<file path="src/rtl/pa_fadd_norm_shift_pkg.sv">
// pa_fadd_norm_shift_pkg: shared FPU adder defaults and shift-count width helper
package pa_fadd_norm_shift_pkg;
  localparam int DATA_W_DEF = 28;
  localparam int EXP_W_DEF  = 10;
  localparam int TAG_W_DEF  = 4;
  function automatic int cnt_w(input int n);
    return $clog2(n + 1);
  endfunction
endpackage

</file>
<file path="src/rtl/pa_fadd_norm_shift_if.sv">
// pa_fadd_norm_shift_if: in/out valid-ready beat channels plus flush; master drives beats, slave normalises
interface pa_fadd_norm_shift_if
  import pa_fadd_norm_shift_pkg::*;
#(
  parameter int DATA_W = DATA_W_DEF,
  parameter int EXP_W  = EXP_W_DEF,
  parameter int TAG_W  = TAG_W_DEF,
  localparam int CNT_W = cnt_w(DATA_W)
);
  logic              in_vld, in_rdy, flush, out_vld, out_rdy, out_zero;
  logic [DATA_W-1:0] in_data, out_data;
  logic [EXP_W-1:0]  in_exp, out_exp;
  logic [TAG_W-1:0]  in_tag, out_tag;
  logic [CNT_W-1:0]  out_shift;
  modport master (
    output in_vld, in_data, in_exp, in_tag, flush, out_rdy,
    input  in_rdy, out_vld, out_data, out_exp, out_shift, out_zero, out_tag
  );
  modport slave (
    input  in_vld, in_data, in_exp, in_tag, flush, out_rdy,
    output in_rdy, out_vld, out_data, out_exp, out_shift, out_zero, out_tag
  );
endinterface

</file>
<file path="src/rtl/pa_fadd_norm_lzc.sv">
// pa_fadd_norm_lzc: combinational leading-zero counter (data in; lzc, all-zero flag out) built as a 2-bit priority-encoder tree
module pa_fadd_norm_lzc
  import pa_fadd_norm_shift_pkg::*;
#(
  parameter int DATA_W = DATA_W_DEF,
  localparam int CNT_W = cnt_w(DATA_W)
) (
  input  logic [DATA_W-1:0] data,
  output logic [CNT_W-1:0]  lzc,
  output logic              zero
);
  localparam int K = $clog2(DATA_W);
  localparam int P = 1 << K;
  logic [P-1:0]   x;
  logic [2*P-2:0] v;
  logic [K-1:0]   c [2*P-1];
  always_comb begin
    x = P'(data) << (P - DATA_W);
    v = '0;
    for (int j = 0; j < P; j++) begin
      v[P-1+j] = x[P-1-j];
      c[P-1+j] = '0;
    end
    for (int d = K - 1; d >= 0; d--)
      for (int j = 0; j < (1 << d); j++) begin
        int n;
        n = (1 << d) - 1 + j;
        v[n] = v[2*n+1] | v[2*n+2];
        c[n] = v[2*n+1] ? c[2*n+1] : (c[2*n+2] | K'(P >> (d + 1)));
      end
    zero = ~|data;
    lzc = zero ? CNT_W'(DATA_W) : CNT_W'(c[0]);
  end
endmodule

</file>
<file path="src/rtl/pa_fadd_norm_shift.sv">
// pa_fadd_norm_shift: clamped LZC normalise shift + exponent adjust, 1/2-stage valid-ready pipe (forever_cpuclk, cpurst, bus slave)
module pa_fadd_norm_shift
  import pa_fadd_norm_shift_pkg::*;
#(
  parameter int DATA_W = DATA_W_DEF,
  parameter int EXP_W  = EXP_W_DEF,
  parameter int TAG_W  = TAG_W_DEF,
  parameter int STAGES = 2,
  localparam int CNT_W = cnt_w(DATA_W)
) (
  input logic                 forever_cpuclk,
  input logic                 cpurst,
  pa_fadd_norm_shift_if.slave bus
);
  localparam int MW = (EXP_W > CNT_W ? EXP_W : CNT_W) + 1;
  logic [CNT_W-1:0]  lzc, in_shift, s_shift, out_shift_q, out_shift_d;
  logic              in_zero, s_vld, s_zero, b_free, load_b;
  logic              out_vld_q, out_vld_d, out_zero_q, out_zero_d;
  logic [MW-1:0]     lim;
  logic [DATA_W-1:0] s_data, sh_data, out_data_q, out_data_d;
  logic [EXP_W-1:0]  s_exp, out_exp_q, out_exp_d;
  logic [TAG_W-1:0]  s_tag, out_tag_q, out_tag_d;
  if (STAGES != 1 && STAGES != 2) begin : g_bad
    $error("pa_fadd_norm_shift: STAGES must be 1 or 2");
  end
  pa_fadd_norm_lzc #(.DATA_W(DATA_W)) u_lzc (.data(bus.in_data), .lzc(lzc), .zero(in_zero));
  always_comb begin
    lim = MW'(bus.in_exp) - MW'(1);
    in_shift = (in_zero || bus.in_exp == '0) ? '0 : (lim < MW'(lzc) ? CNT_W'(lim) : lzc);
  end
  always_comb b_free = !out_vld_q || bus.out_rdy;
  if (STAGES == 1) begin : g_one
    always_comb begin
      bus.in_rdy = b_free;
      s_vld = bus.in_vld;
      s_data = bus.in_data;
      s_exp = bus.in_exp;
      s_tag = bus.in_tag;
      s_shift = in_shift;
      s_zero = in_zero;
    end
  end else begin : g_two
    logic              a_vld_q, a_vld_d, a_zero_q, a_zero_d, a_free, load_a;
    logic [DATA_W-1:0] a_data_q, a_data_d;
    logic [EXP_W-1:0]  a_exp_q, a_exp_d;
    logic [TAG_W-1:0]  a_tag_q, a_tag_d;
    logic [CNT_W-1:0]  a_shift_q, a_shift_d;
    always_comb begin
      a_free = !a_vld_q || b_free;
      load_a = bus.in_vld && a_free && !bus.flush;
      a_vld_d = bus.flush ? 1'b0 : load_a ? 1'b1 : b_free ? 1'b0 : a_vld_q;
      a_data_d = load_a ? bus.in_data : a_data_q;
      a_exp_d = load_a ? bus.in_exp : a_exp_q;
      a_tag_d = load_a ? bus.in_tag : a_tag_q;
      a_shift_d = load_a ? in_shift : a_shift_q;
      a_zero_d = load_a ? in_zero : a_zero_q;
      bus.in_rdy = a_free;
      s_vld = a_vld_q;
      s_data = a_data_q;
      s_exp = a_exp_q;
      s_tag = a_tag_q;
      s_shift = a_shift_q;
      s_zero = a_zero_q;
    end
    always_ff @(posedge forever_cpuclk) a_vld_q <= cpurst ? 1'b0 : a_vld_d;
    always_ff @(posedge forever_cpuclk) begin
      a_data_q <= a_data_d;
      a_exp_q <= a_exp_d;
      a_tag_q <= a_tag_d;
      a_shift_q <= a_shift_d;
      a_zero_q <= a_zero_d;
    end
  end
  always_comb begin
    load_b = s_vld && b_free && !bus.flush;
    sh_data = s_data;
    for (int i = 0; i < CNT_W; i++) sh_data = s_shift[i] ? sh_data << (1 << i) : sh_data;
    out_vld_d = bus.flush ? 1'b0 : load_b ? 1'b1 : b_free ? 1'b0 : out_vld_q;
    out_data_d = load_b ? sh_data : out_data_q;
    out_exp_d = load_b ? (s_zero ? '0 : s_exp - EXP_W'(s_shift)) : out_exp_q;
    out_shift_d = load_b ? s_shift : out_shift_q;
    out_zero_d = load_b ? s_zero : out_zero_q;
    out_tag_d = load_b ? s_tag : out_tag_q;
  end
  always_ff @(posedge forever_cpuclk) begin
    if (cpurst) begin
      out_vld_q <= 1'b0;
      out_data_q <= '0;
      out_exp_q <= '0;
      out_shift_q <= '0;
      out_zero_q <= 1'b0;
      out_tag_q <= '0;
    end else begin
      out_vld_q <= out_vld_d;
      out_data_q <= out_data_d;
      out_exp_q <= out_exp_d;
      out_shift_q <= out_shift_d;
      out_zero_q <= out_zero_d;
      out_tag_q <= out_tag_d;
    end
  end
  always_comb begin
    bus.out_vld = out_vld_q;
    bus.out_data = out_data_q;
    bus.out_exp = out_exp_q;
    bus.out_shift = out_shift_q;
    bus.out_zero = out_zero_q;
    bus.out_tag = out_tag_q;
  end
endmodule

</file>
<file path="src/flat_wrapper.sv">
// flat-port wrapper written by rule: the top's interface ports become plain ports
module pa_fadd_norm_shift_flat import pa_fadd_norm_shift_pkg::*;
#(
  parameter int DATA_W = DATA_W_DEF,
  parameter int EXP_W  = EXP_W_DEF,
  parameter int TAG_W  = TAG_W_DEF,
  parameter int STAGES = 2,
  localparam int CNT_W = cnt_w(DATA_W)
)
  (forever_cpuclk, cpurst, bus_in_vld, bus_in_data, bus_in_exp, bus_in_tag, bus_flush, bus_out_rdy, bus_in_rdy, bus_out_vld, bus_out_data, bus_out_exp, bus_out_shift, bus_out_zero, bus_out_tag);
  pa_fadd_norm_shift_if #(.DATA_W(DATA_W), .EXP_W(EXP_W), .TAG_W(TAG_W)) bus_i ();
  input logic forever_cpuclk;
  input logic cpurst;
  input wire logic [$bits(bus_i.in_vld)-1:0] bus_in_vld;
  input wire logic [$bits(bus_i.in_data)-1:0] bus_in_data;
  input wire logic [$bits(bus_i.in_exp)-1:0] bus_in_exp;
  input wire logic [$bits(bus_i.in_tag)-1:0] bus_in_tag;
  input wire logic [$bits(bus_i.flush)-1:0] bus_flush;
  input wire logic [$bits(bus_i.out_rdy)-1:0] bus_out_rdy;
  output wire logic [$bits(bus_i.in_rdy)-1:0] bus_in_rdy;
  output wire logic [$bits(bus_i.out_vld)-1:0] bus_out_vld;
  output wire logic [$bits(bus_i.out_data)-1:0] bus_out_data;
  output wire logic [$bits(bus_i.out_exp)-1:0] bus_out_exp;
  output wire logic [$bits(bus_i.out_shift)-1:0] bus_out_shift;
  output wire logic [$bits(bus_i.out_zero)-1:0] bus_out_zero;
  output wire logic [$bits(bus_i.out_tag)-1:0] bus_out_tag;
  assign bus_i.in_vld = bus_in_vld;
  assign bus_i.in_data = bus_in_data;
  assign bus_i.in_exp = bus_in_exp;
  assign bus_i.in_tag = bus_in_tag;
  assign bus_i.flush = bus_flush;
  assign bus_i.out_rdy = bus_out_rdy;
  assign bus_in_rdy = bus_i.in_rdy;
  assign bus_out_vld = bus_i.out_vld;
  assign bus_out_data = bus_i.out_data;
  assign bus_out_exp = bus_i.out_exp;
  assign bus_out_shift = bus_i.out_shift;
  assign bus_out_zero = bus_i.out_zero;
  assign bus_out_tag = bus_i.out_tag;
  pa_fadd_norm_shift #(.DATA_W(DATA_W), .EXP_W(EXP_W), .TAG_W(TAG_W), .STAGES(STAGES)) u_core (.forever_cpuclk(forever_cpuclk), .cpurst(cpurst), .bus(bus_i));
endmodule
</file>
<file path="config.mk">
export PLATFORM = sky130hd
export DESIGN_NAME = pa_fadd_norm_shift_flat
export DESIGN_NICKNAME = d
export VERILOG_FILES = /design/src/rtl/pa_fadd_norm_shift_pkg.sv /design/src/rtl/pa_fadd_norm_shift_if.sv /design/src/rtl/pa_fadd_norm_lzc.sv /design/src/rtl/pa_fadd_norm_shift.sv /design/src/flat_wrapper.sv
export SDC_FILE = /design/constraint.sdc
export NUM_CORES = 1
export LEC_CHECK = 0
export CAP_MARGIN = 20
export CORE_UTILIZATION = 55
export DETAILED_ROUTE_END_ITERATION = 8
export PLACE_DENSITY = 0.88
export SETUP_SLACK_MARGIN = 0.3
export SYNTH_ARGS = -nofsm -noshare
export SYNTH_HDL_FRONTEND = slang
export SYNTH_SLANG_ARGS = --single-unit
</file>
<file path="constraint.sdc">
create_clock -name forever_cpuclk -period 9.9 [get_ports forever_cpuclk]
set_input_delay 1.98 -clock forever_cpuclk [delete_from_list [all_inputs] [get_ports forever_cpuclk]]
set_output_delay 1.98 -clock forever_cpuclk [all_outputs]
set_load 0.1 [all_outputs]
</file>
==> metrics.md, run 1 <==
| Metric | Value |
|---|---|
| Status | finished clean |
| Initial antenna violation count | 0 |
| Crit end category | primary output |
| # DRC | 0 |
| GRT Total Usage | 26.1% |
| Final HPWL from detailed placement | 9720 microns |
| Post-layout net count | 660 |
| Peak VDD IR | 0.0886 mV |
| Worst clock skew | 0.0109 ns |
| Int Pwr | 651 uW |
| Ant. Diodes | 0 |
| Die Wd | 101 microns |
| Register-to-Register Path Depth | 8 |
| Die Area | 10200 sq um |
| Max FO, Critical Path | 5 |
| Dpl cell area | 6370 sq um |
| Final Critical Period | 5.78 ns |
| Commonest non-fill, non-tap cell in the layout | clkdlybuf4s50_1 |
| Syn Nets | 583 |
| Commonest cells after routing, fill and taps aside | 95 x clkdlybuf4s50_1, 62 x nor2_1, 56 x nand2_1 |
| Starting density of the core | 57.6% |
| Longest Clk Path Bufs | 2 |
| Syn Area/Cell | 10.3 sq um |
| Worst slew pin tran | 1.09 ns |
| Multiplexer share of the synthesized area | 13.2% |
| Pwr Density | 137 nW/um^2 |
| Gate Count Post-Synth | 524 |
| IO Port Bufs | 96 |
| Cts bufs inserted | 9 |
| Total core area | 9370 sq um |
| Pre-antenna DRT Iters | 7 |
| RePlAce Congestion | 0.946 |
| Vias in the first global route | 4260 |
| Leakage power | 2.32 nW |
| Clock transition at the registers of the reported paths | 0.09 ns |
| First-pass GRT wire length | 20600 microns |
| Clock network power share | 30.2% |
| Comb pwr share | 19.0% |
| Hold Startpoint | u_core.bus.out_zero$_SDFFE_PP0P_ |
| Crit start category | input pin |
| DR vias/cell | 6.24 |
| Total placed cells including tap cells | 719 |
| Sw Ratio | 27.9% |
| Hold Path End | u_core.bus.out_zero$_SDFFE_PP0P_ |
| Compound-Gate Fraction of Synth Area | 16.1% |
| Die Y-Extent | 101 microns |
| Area delta synth->final | 22.0% |
| Number of synthesized register bits | 98 |
| Rel. slew slack | 27.4% |
| Wire length per cell | 17.9 microns |
| Sequential area share after synthesis | 45.2% |
| # resized after CTS | 0 |
| Row count | 35 |
| # clock sinks | 98 |
| Final setup vio count | 0 |
| R2r setup slk | 6.78 ns |
| Io pins | 97 |
| Total gr overflow | 0 |
| Top_reg_cell synth | dfxtp_1 |
| Max Fclk | 173 MHz |
| Worst Path Arrival | 3.80 ns |
| Layout cells sized above 1 | 8.91% |
| Clock Latency Late Sink | 0.36 ns |
| Post-Synthesis Cell Area | 5400 sq um |
| RSZ-0062 raised after global routing | false |
| Synth warn | 0 |
| Reg2reg end | u_core.bus.out_exp[8]$_SDFFE_PP0P_ |
| Synth Area in XOR/XNOR | 1.30% |
| HP Class | flip-flop to flip-flop |
| Htree depth | 3 |
| Post-Layout Inst Area | 6590 sq um |
| Crit Path Category | input pin to primary output |
| R2r startpoint | u_core.g_two.a_shift_q[2]$_SDFFCE_PP0P_ |
| Cell variety after synth | 66 |
| P_sw | 252 uW |
| CTS tree | yes |
| Max-Cap Viols | 0 |
| Ys async rst share | 0% |
| Total Wirelength | 13100 microns |
| Cts-stage hold buffer count | 0 |
| Sequential share of power | 50.8% |
| Postcts setup bufs | 0 |
| Initial DRC count | 321 |
| Req. time, crit path | 7.92 ns |
| Final Max Tran Viols | 0 |
| Post-Synth Adder-Cell Area | 2.92% |
| Setup_tns | 0 ns |
| Dpl ws | 4.10 ns |
| Main combinational cell family by area after synthesis | simple AND/OR/NAND/NOR gates |
| Detail Route Antenna Nets | 0 |
| Clk root buf | clkbuf_8 |
| Final worst-path setup slack | 4.12 ns |
| Post-Layout Cell Count | 735 |
| Final period utilization | 58.3% |
| Hold depth | 2 |
| Post-synth EDFFs | 48 |
| Largest net degree at the start of global routing | 64 |
| Simple-gate share of the synthesized area | 16.5% |
| Worst Hold Slack | 0.462 ns |
| Fin. Hold Viols | 0 |
| Via count | 4586 |
[state kept, by name, summed over array words and instances, names as in the netlist]
name / cells
u_core.bus.out_data: 28
u_core.bus.out_exp: 10
u_core.bus.out_shift: 5
u_core.bus.out_tag: 4
u_core.bus.out_vld: 1
u_core.bus.out_zero: 1
u_core.g_two.a_data_q: 28
u_core.g_two.a_exp_q: 10
u_core.g_two.a_shift_q: 5
u_core.g_two.a_tag_q: 4
u_core.g_two.a_vld_q: 1
u_core.g_two.a_zero_q: 1
[per-layer routing]
metal,up-vias,GRT usage (%),part of all wire [%]
met5,-,0,0
met4,0,10.6,2.7
met3,33,4.30,7.4
met2,221,43.1,48
met1,2189,34.3,42
li1,2143,-,-
[kinds of logic (layout without fill, tap and decap cells)]
| family | after synthesis | in the layout |
|---|---|---|
| flip-flops | 98 | 98 |
| XOR/XNOR | 8 | 8 |
| AND/OR/NAND/NOR | 186 | 186 |
| buffers and inverters | 54 | 136 |
| multiplexers | 42 | 42 |
| AO/OA/AOI/OAI | 124 | 124 |
| adder cells (fa/ha/maj) | 12 | 12 |
[cell type report]
cell class,count,area (sq um)
Fill cell,725,2790
Clock buffer,11,156
Timing Repair Buffer,99,978
Multi-Input combinational cell,372,2710
Tap cell,129,161
Clock inverter,5,60.1
Inverter,21,78.8
Sequential cell,98,2440
[metrics by stage]
| stage | util [%] | power, mW |
|---|---|---|
| after CTS | 70.3 | 0.904 |
| final | 70.3 | 0.903 |
| after detailed placement | 68.0 | 0.636 |
| after global placement | 68.0 | 0.630 |
| after global routing | 70.3 | 0.937 |
| after floorplan | - | 0.581 |
[worst max-delay path by stage]
| stage | start | to | slack, ns | cells after the start |
|---|---|---|---|---|
| 2_1_floorplan | bus_in_data[25] | u_core.g_two.a_shift_q[1]$_SDFFCE_PP0P_ | 5.10 | 14 |
| 3_3_place_gp | bus_out_rdy | bus_in_rdy | 4.20 | 4 |
| 3_5_place_dp | bus_in_data[21] | u_core.g_two.a_shift_q[4]$_SDFFCE_PP0P_ | 4.10 | 15 |
| 4_1_cts | bus_out_rdy | bus_in_rdy | 4.12 | 4 |
| 5_1_grt | bus_out_rdy | bus_in_rdy | 4.08 | 4 |
| 6_report | bus_out_rdy | bus_in_rdy | 4.12 | 4 |
[critical path, stage by stage]
cell,delay (ns)
clkdlybuf4s50_1,0.40
nor2b_1,0.32
nand2_1,0.12
clkdlybuf4s50_1,0.98
[synthesized netlist by cell type (all sizes together), types with 11 or more instances]
| cell type | n | area, sq um |
|---|---|---|
| ha | 11 | 138 |
| clkbuf | 16 | 60.1 |
| o21ai | 16 | 80.1 |
| edfxtp | 48 | 1440 |
| nor2 | 64 | 245 |
| mux4 | 20 | 480 |
| nor4 | 16 | 115 |
| dfxtp | 50 | 1000 |
| inv | 20 | 75.1 |
| mux2i | 12 | 120 |
| nand2 | 56 | 210 |
| buf | 17 | 116 |
| a22oi | 18 | 135 |
| nor3 | 13 | 70.1 |
| a21oi | 36 | 184 |
[power by group through the flow]
| stage | Combinational [mW] | Clock [mW] | Sequential (mW) |
|---|---|---|---|
| after global routing | 0.184 | 0.292 | 0.461 |
| after global placement | 0.164 | 0 | 0.466 |
| final | 0.172 | 0.273 | 0.459 |
| after CTS | 0.170 | 0.275 | 0.458 |
| after detailed placement | 0.169 | 0 | 0.467 |
| after floorplan | 0.102 | 0 | 0.479 |
(Power assumes the default switching activity.)
==> run 2: changes to the inputs <==
Settings changed: CORE_UTILIZATION 55 to 53, PLACE_DENSITY 0.88 to 0.85.
Clock period 9.9 ns to 5.7 ns, I/O delays scaled along.
==> run 2 against run 1 <==
  * Via count about the same
  * Power increased by 74%
  * Global-route usage decreased by 1.1 points
  * Setup slack got worse by 3.0 ns
  * Design area about the same
  * Non-clock buffer count unchanged
  * Sequential cell count unchanged
  * First-iteration DRC count decreased by 4.4%
  * Combinational power increased by 73%
  * Utilization decreased by 3.2 points
  * Sequential power increased by 74%
  * Final cell count increased by 0.54%
  * Largest cell class unchanged
  * Highest routed layer unchanged
==> metrics.md, run 2 (synthesis results as in run 1) <==
| Metric | Value |
|---|---|
| Status | finished clean |
| Req. time, crit path | 5.80 ns |
| R2r setup slk | 2.44 ns |
| Max Fclk | 218 MHz |
| Overall power | 1.57 mW |
| Peak VDD IR | 0.132 mV |
| Ant. Diodes | 0 |
| Reg2reg end | u_core.bus.out_exp[8]$_SDFFE_PP0P_ |
| Worst Path Arrival | 4.68 ns |
| Via count | 4583 |
| Clock Latency Late Sink | 0.36 ns |
| Final core occ | 67.1% |
| Hold depth | 2 |
| # DRC | 0 |
| Setup_tns | 0 ns |
| Row count | 36 |
| Register-to-Register Path Depth | 8 |
| Commonest cells after routing, fill and taps aside | 95 x clkdlybuf4s50_1, 62 x nor2_1, 56 x nand2_1 |
| RSZ-0062 raised after global routing | false |
| HP Class | flip-flop to flip-flop |
| Final setup vio count | 0 |
| Initial antenna violation count | 0 |
| Final Critical Period | 4.58 ns |
| Max FO, Critical Path | 7 |
| Max-Cap Viols | 0 |
| Critical-path top delay cell | a2111oi_4 |
| Total Wirelength | 13200 microns |
| Post-layout net count | 660 |
| RePlAce Congestion | 0.905 |
| Die Y-Extent | 103 microns |
| Vias in the first global route | 4196 |
| Detail Route Antenna Nets | 0 |
| Rel. slew slack | 27.8% |
| Crit Path Category | input pin to flip-flop |
| Fin. Hold Viols | 0 |
| Initial DRC count | 307 |
| Final Max Tran Viols | 0 |
| Critical path launch point | bus_in_data[25] |
| Worst clock skew | 0.0159 ns |
| Total gr overflow | 0 |
| Final HPWL from detailed placement | 9750 microns |
| Cts-stage hold buffer count | 0 |
| Starting density of the core | 55.0% |
| Hold Startpoint | u_core.bus.out_shift[4]$_SDFFE_PP0P_ |
| Postcts setup bufs | 0 |
| Leakage power | 2.32 nW |
| R2r startpoint | u_core.g_two.a_shift_q[2]$_SDFFCE_PP0P_ |
| Crit start category | input pin |
| Total core area | 9820 sq um |
| Post-Layout Inst Area | 6590 sq um |
| Pwr Density | 239 nW/um^2 |
| DR vias/cell | 6.20 |
| Area delta synth->final | 22.0% |
| Wire length per cell | 17.8 microns |
| CP bufs+invs | 2 |
| Hold Path End | u_core.bus.out_shift[4]$_SDFFE_PP0P_ |
| Crit end category | flip-flop |
| Die Wd | 103 microns |
| CTS tree | yes |
| Longest Clk Path Bufs | 2 |
| Dpl cell area | 6370 sq um |
| Seq. cell area | 2440 sq um |
| Clk root buf | clkbuf_8 |
| Cts bufs inserted | 9 |
| Commonest non-fill, non-tap cell in the layout | clkdlybuf4s50_1 |
| Io pins | 97 |
| Largest delay share family, worst path | compound AO/OA/AOI/OAI gates |
| Final period utilization | 80.4% |
| Multi-input combinational cell area | 2710 sq um |
| Layout cells sized above 1 | 8.91% |
| Crit path cell chain | clkdlybuf4s50_1 > nor4_1 > nand2_1 > nor2_2 > inv_2 > nor3_2 > nor4_1 > o21ai_0 > ha_1 > nor2b_1 > o21ai_0 > o2111ai_1 > a2111oi_4 > o21a_2 > o31ai_1 |
| Pre-antenna DRT Iters | 5 |
| # resized after CTS | 0 |
| Clock transition at the registers of the reported paths | 0.09 ns |
| Dpl ws | 0.789 ns |
| Final worst-path setup slack | 1.12 ns |
| Largest net degree at the start of global routing | 58 |
| GRT Total Usage | 25.0% |
| Die Area | 10600 sq um |
| Worst slew pin tran | 1.08 ns |
| # clock sinks | 98 |
| First-pass GRT wire length | 20400 microns |
| Htree depth | 3 |
| Fillers | 799 |
| CP peak stage delay | 0.58 ns |
| IO Port Bufs | 96 |
==> run 2: cell count changes in the layout (fill, tap and decap cells not counted), sizes merged <==
cell | previous run | this run
clkinv | 4 | 2
clkbuf | 11 | 13
==> run 2: final cells by class <==
type / instances / share of cell area, %
Clock buffer: 13 / 2.60
Inverter: 21 / 1.20
Multi-Input combinational cell: 372 / 41.1
Sequential cell: 98 / 37.1
Timing Repair Buffer: 99 / 14.8
Tap cell: 133 / 2.53
Clock inverter: 3 / 0.665
==> run 2: metrics by stage <==
| stage | hold WS [ns] | instances |
|---|---|---|
| 6_report | 0.460 | 739 |
| 5_1_grt | 0.478 | 739 |
| 4_1_cts | 0.459 | 739 |
| 3_5_place_dp | 0.447 | 723 |
| 3_3_place_gp | 0.441 | 723 |
| 2_1_floorplan | 0.471 | 524 |
==> run 2: worst register-to-register path, cell delays in order, from the launching register on <==
cell      delay (ns)
edfxtp_1        0.86
inv_1           0.60
ha_1            0.51
a21o_1          0.20
a21o_1          0.20
a21oi_1         0.23
nand2_1         0.11
xor2_1          0.15
o41ai_1         0.29
==> run 2: worst max-delay path by stage <==
| stage | end | slack, ns | cells after the start |
|---|---|---|---|
| final | u_core.g_two.a_shift_q[4]$_SDFFCE_PP0P_ | 1.12 | 15 |
| after global routing | u_core.g_two.a_shift_q[4]$_SDFFCE_PP0P_ | 0.82 | 15 |
| after CTS | u_core.g_two.a_shift_q[4]$_SDFFCE_PP0P_ | 1.17 | 15 |
| after detailed placement | u_core.g_two.a_shift_q[4]$_SDFFCE_PP0P_ | 0.79 | 15 |
| after global placement | u_core.g_two.a_shift_q[2]$_SDFFCE_PP0P_ | 1.02 | 15 |
| after floorplan | u_core.g_two.a_shift_q[1]$_SDFFCE_PP0P_ | 1.74 | 14 |
==> run 2: per-layer routing <==
metal  vias to the layer above  track usage [%]  wire length, microns  part of all wire (%)
met5                         -                0                     0                     0
met4                         0             10.6                   399                   3.0
met3                        36             3.46                   869                   6.6
met2                       217             40.9                  6340                    48
met1                      2187             33.6                  5550                    42
li1                       2143                -                     -                     -
==> run 2: power by group <==
| group | leakage, nW | internal [mW] | total (mW) | switching [mW] |
|---|---|---|---|---|
| sequential | 0.848 | 0.769 | 0.797 | 0.0271 |
| combinational | 1.36 | 0.125 | 0.298 | 0.173 |
| clock | 0.112 | 0.245 | 0.480 | 0.235 |
